$ cat src/rtl/frvp_spi_pipe_pkg.sv
// ----------------------------------------------------------------------------
// frvp_spi_pipe_pkg : limits and sizing helper for the SPI elastic pipeline
// Revision: 1.0
// ----------------------------------------------------------------------------
`default_nettype none

package frvp_spi_pipe_pkg;

  localparam int MAX_WIDTH = 64;
  localparam int MAX_DEPTH = 16;

  // Occupancy ranges over 0..depth inclusive, hence depth+1 encodings.
  function automatic int cnt_width(input int depth);
    return $clog2(depth + 1);
  endfunction

endpackage

`default_nettype wire

$ cat src/rtl/frvp_spi_async_reset_stage.sv
// ----------------------------------------------------------------------------
// frvp_spi_async_reset_stage : one valid bit plus one data word, async reset
// Revision: 1.0
// ----------------------------------------------------------------------------
`default_nettype none

module frvp_spi_async_reset_stage
  import frvp_spi_pipe_pkg::*;
#(
  parameter int               WIDTH       = 8,
  parameter logic [WIDTH-1:0] RESET_VALUE = '0
) (
  input  logic             clk,
  input  logic             rstnn,
  input  logic             load,
  input  logic             flush,
  input  logic             v_in,
  input  logic [WIDTH-1:0] d_in,
  output logic             v_out,
  output logic [WIDTH-1:0] d_out
);

  always_ff @(posedge clk or negedge rstnn) begin
    if (!rstnn) begin
      v_out <= 1'b0;
      d_out <= RESET_VALUE;
    end else begin
      if (flush) begin
        v_out <= 1'b0;
      end else if (load) begin
        v_out <= v_in;
      end
      // Bubbles leave the data register alone to avoid needless toggling.
      if (load && v_in && !flush) begin
        d_out <= d_in;
      end
    end
  end

endmodule

`default_nettype wire

$ cat src/rtl/frvp_spi_async_reset_pipe.sv
// ----------------------------------------------------------------------------
// frvp_spi_async_reset_pipe : elastic ready/valid pipeline of DEPTH stages
// Revision: 1.0
// ----------------------------------------------------------------------------
`default_nettype none

module frvp_spi_async_reset_pipe
  import frvp_spi_pipe_pkg::*;
#(
  parameter int               WIDTH       = 8,
  parameter int               DEPTH       = 2,
  parameter logic [WIDTH-1:0] RESET_VALUE = '0,
  parameter int               CNT_W       = cnt_width(DEPTH)
) (
  input  logic             clk,
  input  logic             rstnn,
  input  logic             flush,
  input  logic             in_valid,
  output logic             in_ready,
  input  logic [WIDTH-1:0] in_data,
  output logic             out_valid,
  input  logic             out_ready,
  output logic [WIDTH-1:0] out_data,
  output logic [CNT_W-1:0] count
);

  logic [DEPTH-1:0] v;
  logic [WIDTH-1:0] d [DEPTH];
  logic [DEPTH:0]   adv;
  logic             push;
  logic             pop;

  // A stage may load when it is empty or its successor is loading too.
  always_comb begin
    adv        = '0;
    adv[DEPTH] = out_ready;
    for (int i = DEPTH - 1; i >= 0; i--) begin
      adv[i] = !v[i] || adv[i+1];
    end
  end

  for (genvar i = 0; i < DEPTH; i++) begin : g_stage
    if (i == 0) begin : g_first
      frvp_spi_async_reset_stage #(
        .WIDTH       (WIDTH),
        .RESET_VALUE (RESET_VALUE)
      ) u_stage (
        .clk   (clk),
        .rstnn (rstnn),
        .load  (adv[i]),
        .flush (flush),
        .v_in  (in_valid),
        .d_in  (in_data),
        .v_out (v[i]),
        .d_out (d[i])
      );
    end else begin : g_rest
      frvp_spi_async_reset_stage #(
        .WIDTH       (WIDTH),
        .RESET_VALUE (RESET_VALUE)
      ) u_stage (
        .clk   (clk),
        .rstnn (rstnn),
        .load  (adv[i]),
        .flush (flush),
        .v_in  (v[i-1]),
        .d_in  (d[i-1]),
        .v_out (v[i]),
        .d_out (d[i])
      );
    end
  end

  assign in_ready  = adv[0];
  assign out_valid = v[DEPTH-1];
  assign out_data  = d[DEPTH-1];
  assign push      = in_valid && in_ready;
  assign pop       = out_valid && out_ready;

  always_ff @(posedge clk or negedge rstnn) begin
    if (!rstnn) begin
      count <= '0;
    end else if (flush) begin
      count <= '0;
    end else if (push && !pop) begin
      count <= count + CNT_W'(1);
    end else if (pop && !push) begin
      count <= count - CNT_W'(1);
    end
  end

endmodule

`default_nettype wire
$ cat config.mk
export PLATFORM = sky130hd
export DESIGN_NAME = frvp_spi_async_reset_pipe
export DESIGN_NICKNAME = d
export VERILOG_FILES = /design/src/rtl/frvp_spi_pipe_pkg.sv /design/src/rtl/frvp_spi_async_reset_stage.sv /design/src/rtl/frvp_spi_async_reset_pipe.sv
export SDC_FILE = /design/constraint.sdc
export NUM_CORES = 1
export LEC_CHECK = 0
export ABC_AREA = 1
export BUFFER_PORTS_ARGS = -buffer_cell sky130_fd_sc_hd__buf_4
export CAP_MARGIN = 25
export CORE_MARGIN = 2
export CORE_UTILIZATION = 44
export CTS_BUF_LIST = sky130_fd_sc_hd__clkbuf_16
export DETAILED_ROUTE_END_ITERATION = 6
export PLACE_DENSITY = 0.7
export SLEW_MARGIN = 10
export SYNTH_ARGS = -nofsm -noshare
export SYNTH_HDL_FRONTEND = slang
export SYNTH_SLANG_ARGS = --single-unit
$ cat constraint.sdc
create_clock -name clk -period 1.64 [get_ports clk]
set_clock_uncertainty 0.2 [all_clocks]
set_input_delay 0.082 -clock clk [delete_from_list [all_inputs] [get_ports clk]]
set_output_delay 0.082 -clock clk [all_outputs]
set_load 0.01 [all_outputs]
# Yosys cells after proc, flatten, opt, wreduce, memory -nomap -nowiden
# Cells that the tools add are included.
[op_classes] addsub=2 multipliers=0 n_div=0 n_lt_le_gt_ge=0 n_eq_ne=0 shift=0 mux=7 bitwise_logic=0 reduce_logical=17
[op_table] op="$logic_and A1 B1 Y1" n=7
[op_table] op="$mux W2" n=3
[op_table] op="$logic_not A1 Y1" n=5
[op_table] op="$mux W1" n=4
[op_table] op="$reduce_bool A2 Y1" n=2
[op_table] op="$reduce_bool A3 Y1" n=1
[op_table] op="$add A2 B1 Y2 const B" n=1
[op_table] op="$logic_or A1 B1 Y1" n=2
[op_table] op="$sub A2 B1 Y2 const B" n=1
[word_totals] register_bits=20 latchBits=0 ramBits=0 rom_bits=0 input_bits=13 out_inout_bits=12 wordCells=31 mem_count=0

# Longest topological paths before layout
[logic_depth] ltp_word=9 mapped_depth=8 depth_no_buf=8

# Cells and area by module
# Synthesis repeated with hierarchy kept, for this count alone.
[hier_totals] hier_cells=107 hier_area_um2=943.4
[by_module_without_submodules] mod="frvp_spi_async_reset_stage" n_inst=2 cells_per_inst=40 area_per_inst_um2=386.6 seq_area_each_um2=225.2
[by_module_without_submodules] mod="frvp_spi_async_reset_pipe" n_inst=1 cells_per_inst=27 area_per_inst_um2=170.2 seq_area_each_um2=50.0

# Worst setup path before layout
# OpenSTA, ideal clock, no wires.
[synth_path] path_type="register to register" startpoint="register g_stage[1].g_rest.u_stage.v_out" endpoint="register g_stage[0].g_first.u_stage.d_out[1]" setup_ns=0.118 arrival_time_ns=0.982 t_required_ns=1.322 setup_slack_ns=0.340 path_stages_with_launch=6 path_buffers=1 synth_period_minus_slack_ns=1.300 path_cell_list="dfrtp_1 nand3_4 nand3_4 buf_8 nor2_2 a21oi_2"
[synth_via] elab_chain_len=5
[synth_rtl] element="start, declared" line_no="frvp_spi_async_reset_stage.sv:19" rtl="output logic v_out,"
[synth_rtl] element="start signal, assigned" line_no="frvp_spi_async_reset_stage.sv:31" rtl="v_out <= v_in;"
[synth_rtl] element="$logic_not A1 Y1" line_no="frvp_spi_async_reset_pipe.sv:38" rtl="adv[i] = !v[i] || adv[i+1];"
[synth_rtl] element="$logic_or A1 B1 Y1 (2 in a row)" line_no="frvp_spi_async_reset_pipe.sv:38"
[synth_rtl] element="via in_ready" line_no="frvp_spi_async_reset_pipe.sv:19" rtl="output logic in_ready,"
[synth_rtl] element="$logic_and A1 B1 Y1 (2 in a row)" line_no="frvp_spi_async_reset_stage.sv:34" rtl="if (load && v_in && !flush) begin"
[synth_rtl] element="end signal, assigned" line_no="frvp_spi_async_reset_stage.sv:35" rtl="d_out <= d_in;"
[synth_rtl] element="end, declared" line_no="frvp_spi_async_reset_stage.sv:20" rtl="output logic [WIDTH-1:0] d_out"
# The timed path passes the listed nets, and every way through them passes these cells.
# A chain may end at the register's enable or synchronous reset.

# Worst setup path in the final report
[layout_path] startpoint="register g_stage[0].g_first.u_stage.v_out" endpoint="register g_stage[0].g_first.u_stage.v_out"
[layout_via] elab_chain_len=3
[layout_rtl] element="start, declared" line_no="frvp_spi_async_reset_stage.sv:19"
[layout_rtl] element="start signal, assigned" line_no="frvp_spi_async_reset_stage.sv:31"
[layout_rtl] element="$logic_not A1 Y1" line_no="frvp_spi_async_reset_pipe.sv:38"
[layout_rtl] element="$logic_or A1 B1 Y1" line_no="frvp_spi_async_reset_pipe.sv:38"
[layout_rtl] element="$reduce_bool A2 Y1 (no line)"
# Every way passes these cells.

==> impl_metrics.json <==
{
  "drc": 0,
  "synthesis.nets": 113,
  "final_cells": 157,
  "diodes": 0,
  "cts_root_buffer": "clkbuf_16",
  "avgSynthCellArea_um2": 9.42,
  "dp_cells": 141,
  "syn_area_um2": 942,
  "rsz0062_at_grt": "no",
  "worstSetupEndpointType": "register",
  "synth_ff_type": "dfrtp_1",
  "period_share": 0.945,
  "leakagePower_nw": 0.649,
  "cts_tree": "yes",
  "rrSetupSlack_ns": 0.09,
  "hold_viol": 0,
  "clkTransAtPathRegs_ns": 0.05,
  "critPathKind": "register to register",
  "synth_seq_cells": 20,
  "multi_input_area_um2": 299,
  "dp_hpwl_um": 1180,
  "slew_headroom": 0.831,
  "track_usage": 0.156,
  "vias_per_cell": 4.62,
  "io_buffers": 24,
  "cts.sinks": 20,
  "coreArea_um2": 1980,
  "start_util": 0.475,
  "use_met3": 0.0357,
  "syn_inst": 100,
  "busiest_layer": "met2",
  "routed-via-count": 725,
  "drt_first_pass_iters": 4,
  "grt_max_degree": 21,
  "setup_viol": 0,
  "ir_drop_v": 0.000544,
  "layout-drive-gt1-share": 0.292,
  "yosysTopAreaCell": "dfrtp_1",
  "worstMarginPinSlew_ns": 0.254,
  "async_flop_share": 1.00,
  "hp-class": "primary input to asynchronous set/reset pin",
  "die_w_um": 50.3,
  "start_kind": "register",
  "routed_wl_um": 1720,
  "synthTopCellsByCount": "20 x dfrtp_1, 19 x nand2_1, 14 x inv_1",
  "tns_ns": 0,
  "drtIter0Drc": 7,
  "post_synth_num_cell_types": 17,
  "arrival_ns": 1.53,
  "drv_cap": 0,
  "status": "completed",
  "ioPinCount": 25,
  "ant_nets": 0,
  "seq_area_um2": 502,
  "synthTopCellsByArea": "dfrtp_1 53%, nand2_1 7.6%, buf_4 6.4%",
  "cts_max_level": 1,
  "p_per_area_nw_per_um2": 1090,
  "postCtsSetupBuffers": 0,
  "nets": 144,
  "die-height_um": 50.3,
  "max_freq_mhz": 645,
  "grt_use_met2": 0.263,
  "cts_max_path_buffers": 2,
  "yosysWarnings": 0,
  "synth_most_common_cell": "dfrtp_1",
  "first_global_vias": 684,
  "avgRoutedWirePerCell_um": 10.9,
  "final_max_slew_viol_count": 0,
  "yosysSeqAreaShare": 0.531,
  "required_ns": 1.62,
  "antenna_found_initial": 0,
  "globalplace.congestion": 0.785,
  "die-area_um2": 2530,
  "num_rows": 16,
  "grt_pass1_wl_um": 2920,
  "numCtsBuffers": 3,
  "crit_fanout": 5,
  "synth_edf_count": 0,
  "insertion_delay_ns": 0.25,
  "finalCriticalPeriod_ns": 1.55,
  "grt-ovfl-total": 0,
  "syn_to_final_growth_pct": 34.8,
  "netlist.area_leader.share": 0.531,
  "gr-usage-met1": 0.173,
  "n_fill_cell": 156
}
==> what timing repair did <==
item / CTS / global route
hold buffers: 12 / 0
endpoints found under the hold margin: 31 / 0
gates resized for setup: 0 / 1
setup endpoints to repair: 0 / 1
==> placed cells by master, fill, tap and decap left out, drive strengths merged, types with 3 or more instances in the layout <==
| master | instances |
|---|---|
| a21oi | 10 |
| o21ai | 9 |
| clkbuf | 3 |
| nand2 | 20 |
| dlygate4sd3 | 12 |
| nor2 | 8 |
| inv | 15 |
| nand3 | 7 |
| buf | 24 |
| dfrtp | 20 |
==> final timing paths <==
check | start | to | cells past startpoint
min | rstnn | g_stage[0].g_first.u_stage.d_out[4] | 2
min reg2reg | g_stage[1].g_rest.u_stage.d_out[4] | g_stage[1].g_rest.u_stage.d_out[4] | 2
max | g_stage[0].g_first.u_stage.v_out | g_stage[0].g_first.u_stage.v_out | 3
max in group asynchronous | rstnn | g_stage[1].g_rest.u_stage.v_out | 2
max reg2reg | g_stage[0].g_first.u_stage.v_out | g_stage[0].g_first.u_stage.v_out | 3
min in group clk | in_valid | count[1] | 5
==> area by class of cell <==
cell class              count  share of cell area
clock buffers               3              0.0591
clock inverters             1             0.00296
inverters                  15              0.0443
multi-input cells          55               0.235
flip-flops and latches     20               0.395
well taps                  27              0.0266
repair buffers             36               0.236
==> per-layer routing <==
metal / up-vias / wire length, µm
met5: - / 0
met4: 0 / 27
met3: 2 / 97
met2: 27 / 842
met1: 334 / 751
li1: 362 / -
==> kinds of logic (layout without fill, tap and decap cells) <==
group | count (synthesis) | after routing | share of synthesized area
buffers and inverters | 25 | 55 | 0.151
flip-flops | 20 | 20 | 0.531
AO/OA/AOI/OAI | 19 | 19 | 0.109
AND/OR/NAND/NOR | 36 | 36 | 0.209
==> power by group <==
| group | internal (W) | switching [W] |
|---|---|---|
| registers | 0.000572 | 0.0000403 |
| clock network | 0.000324 | 0.000166 |
| logic | 0.000146 | 0.000138 |
| total | 0.00104 | 0.000345 |
==> worst max-delay path, cell delays in order, from the launching register on <==
cell and delay [ns]:
dfrtp_1 0.44, nand3_4 0.14, a21oi_1 0.15, dlygate4sd3_1 0.56
==> metrics by stage <==
stage                     hold WS (ns)  cell area [µm²]  setup slack, ns   util  total power (W)
after global placement          -0.226             1070            0.402  0.540         0.000876
final                           0.0485             1270           0.0895  0.641          0.00139
after CTS                       0.0499             1270           0.0817  0.640          0.00141
after detailed placement        -0.226             1070            0.351  0.540         0.000884
after floorplan                 -0.414              942            0.340      -         0.000811
after global routing            0.0762             1270           0.0331  0.641          0.00147
==> registers in the layout (all words and copies together) (netlist names) <==
signal and count:
count 2, g_stage.g_rest.u_stage.v_out 1, g_stage.g_first.u_stage.d_out 8, g_stage.g_first.u_stage.v_out 1, g_stage.g_rest.u_stage.d_out 8
(Power assumes the default switching activity.)
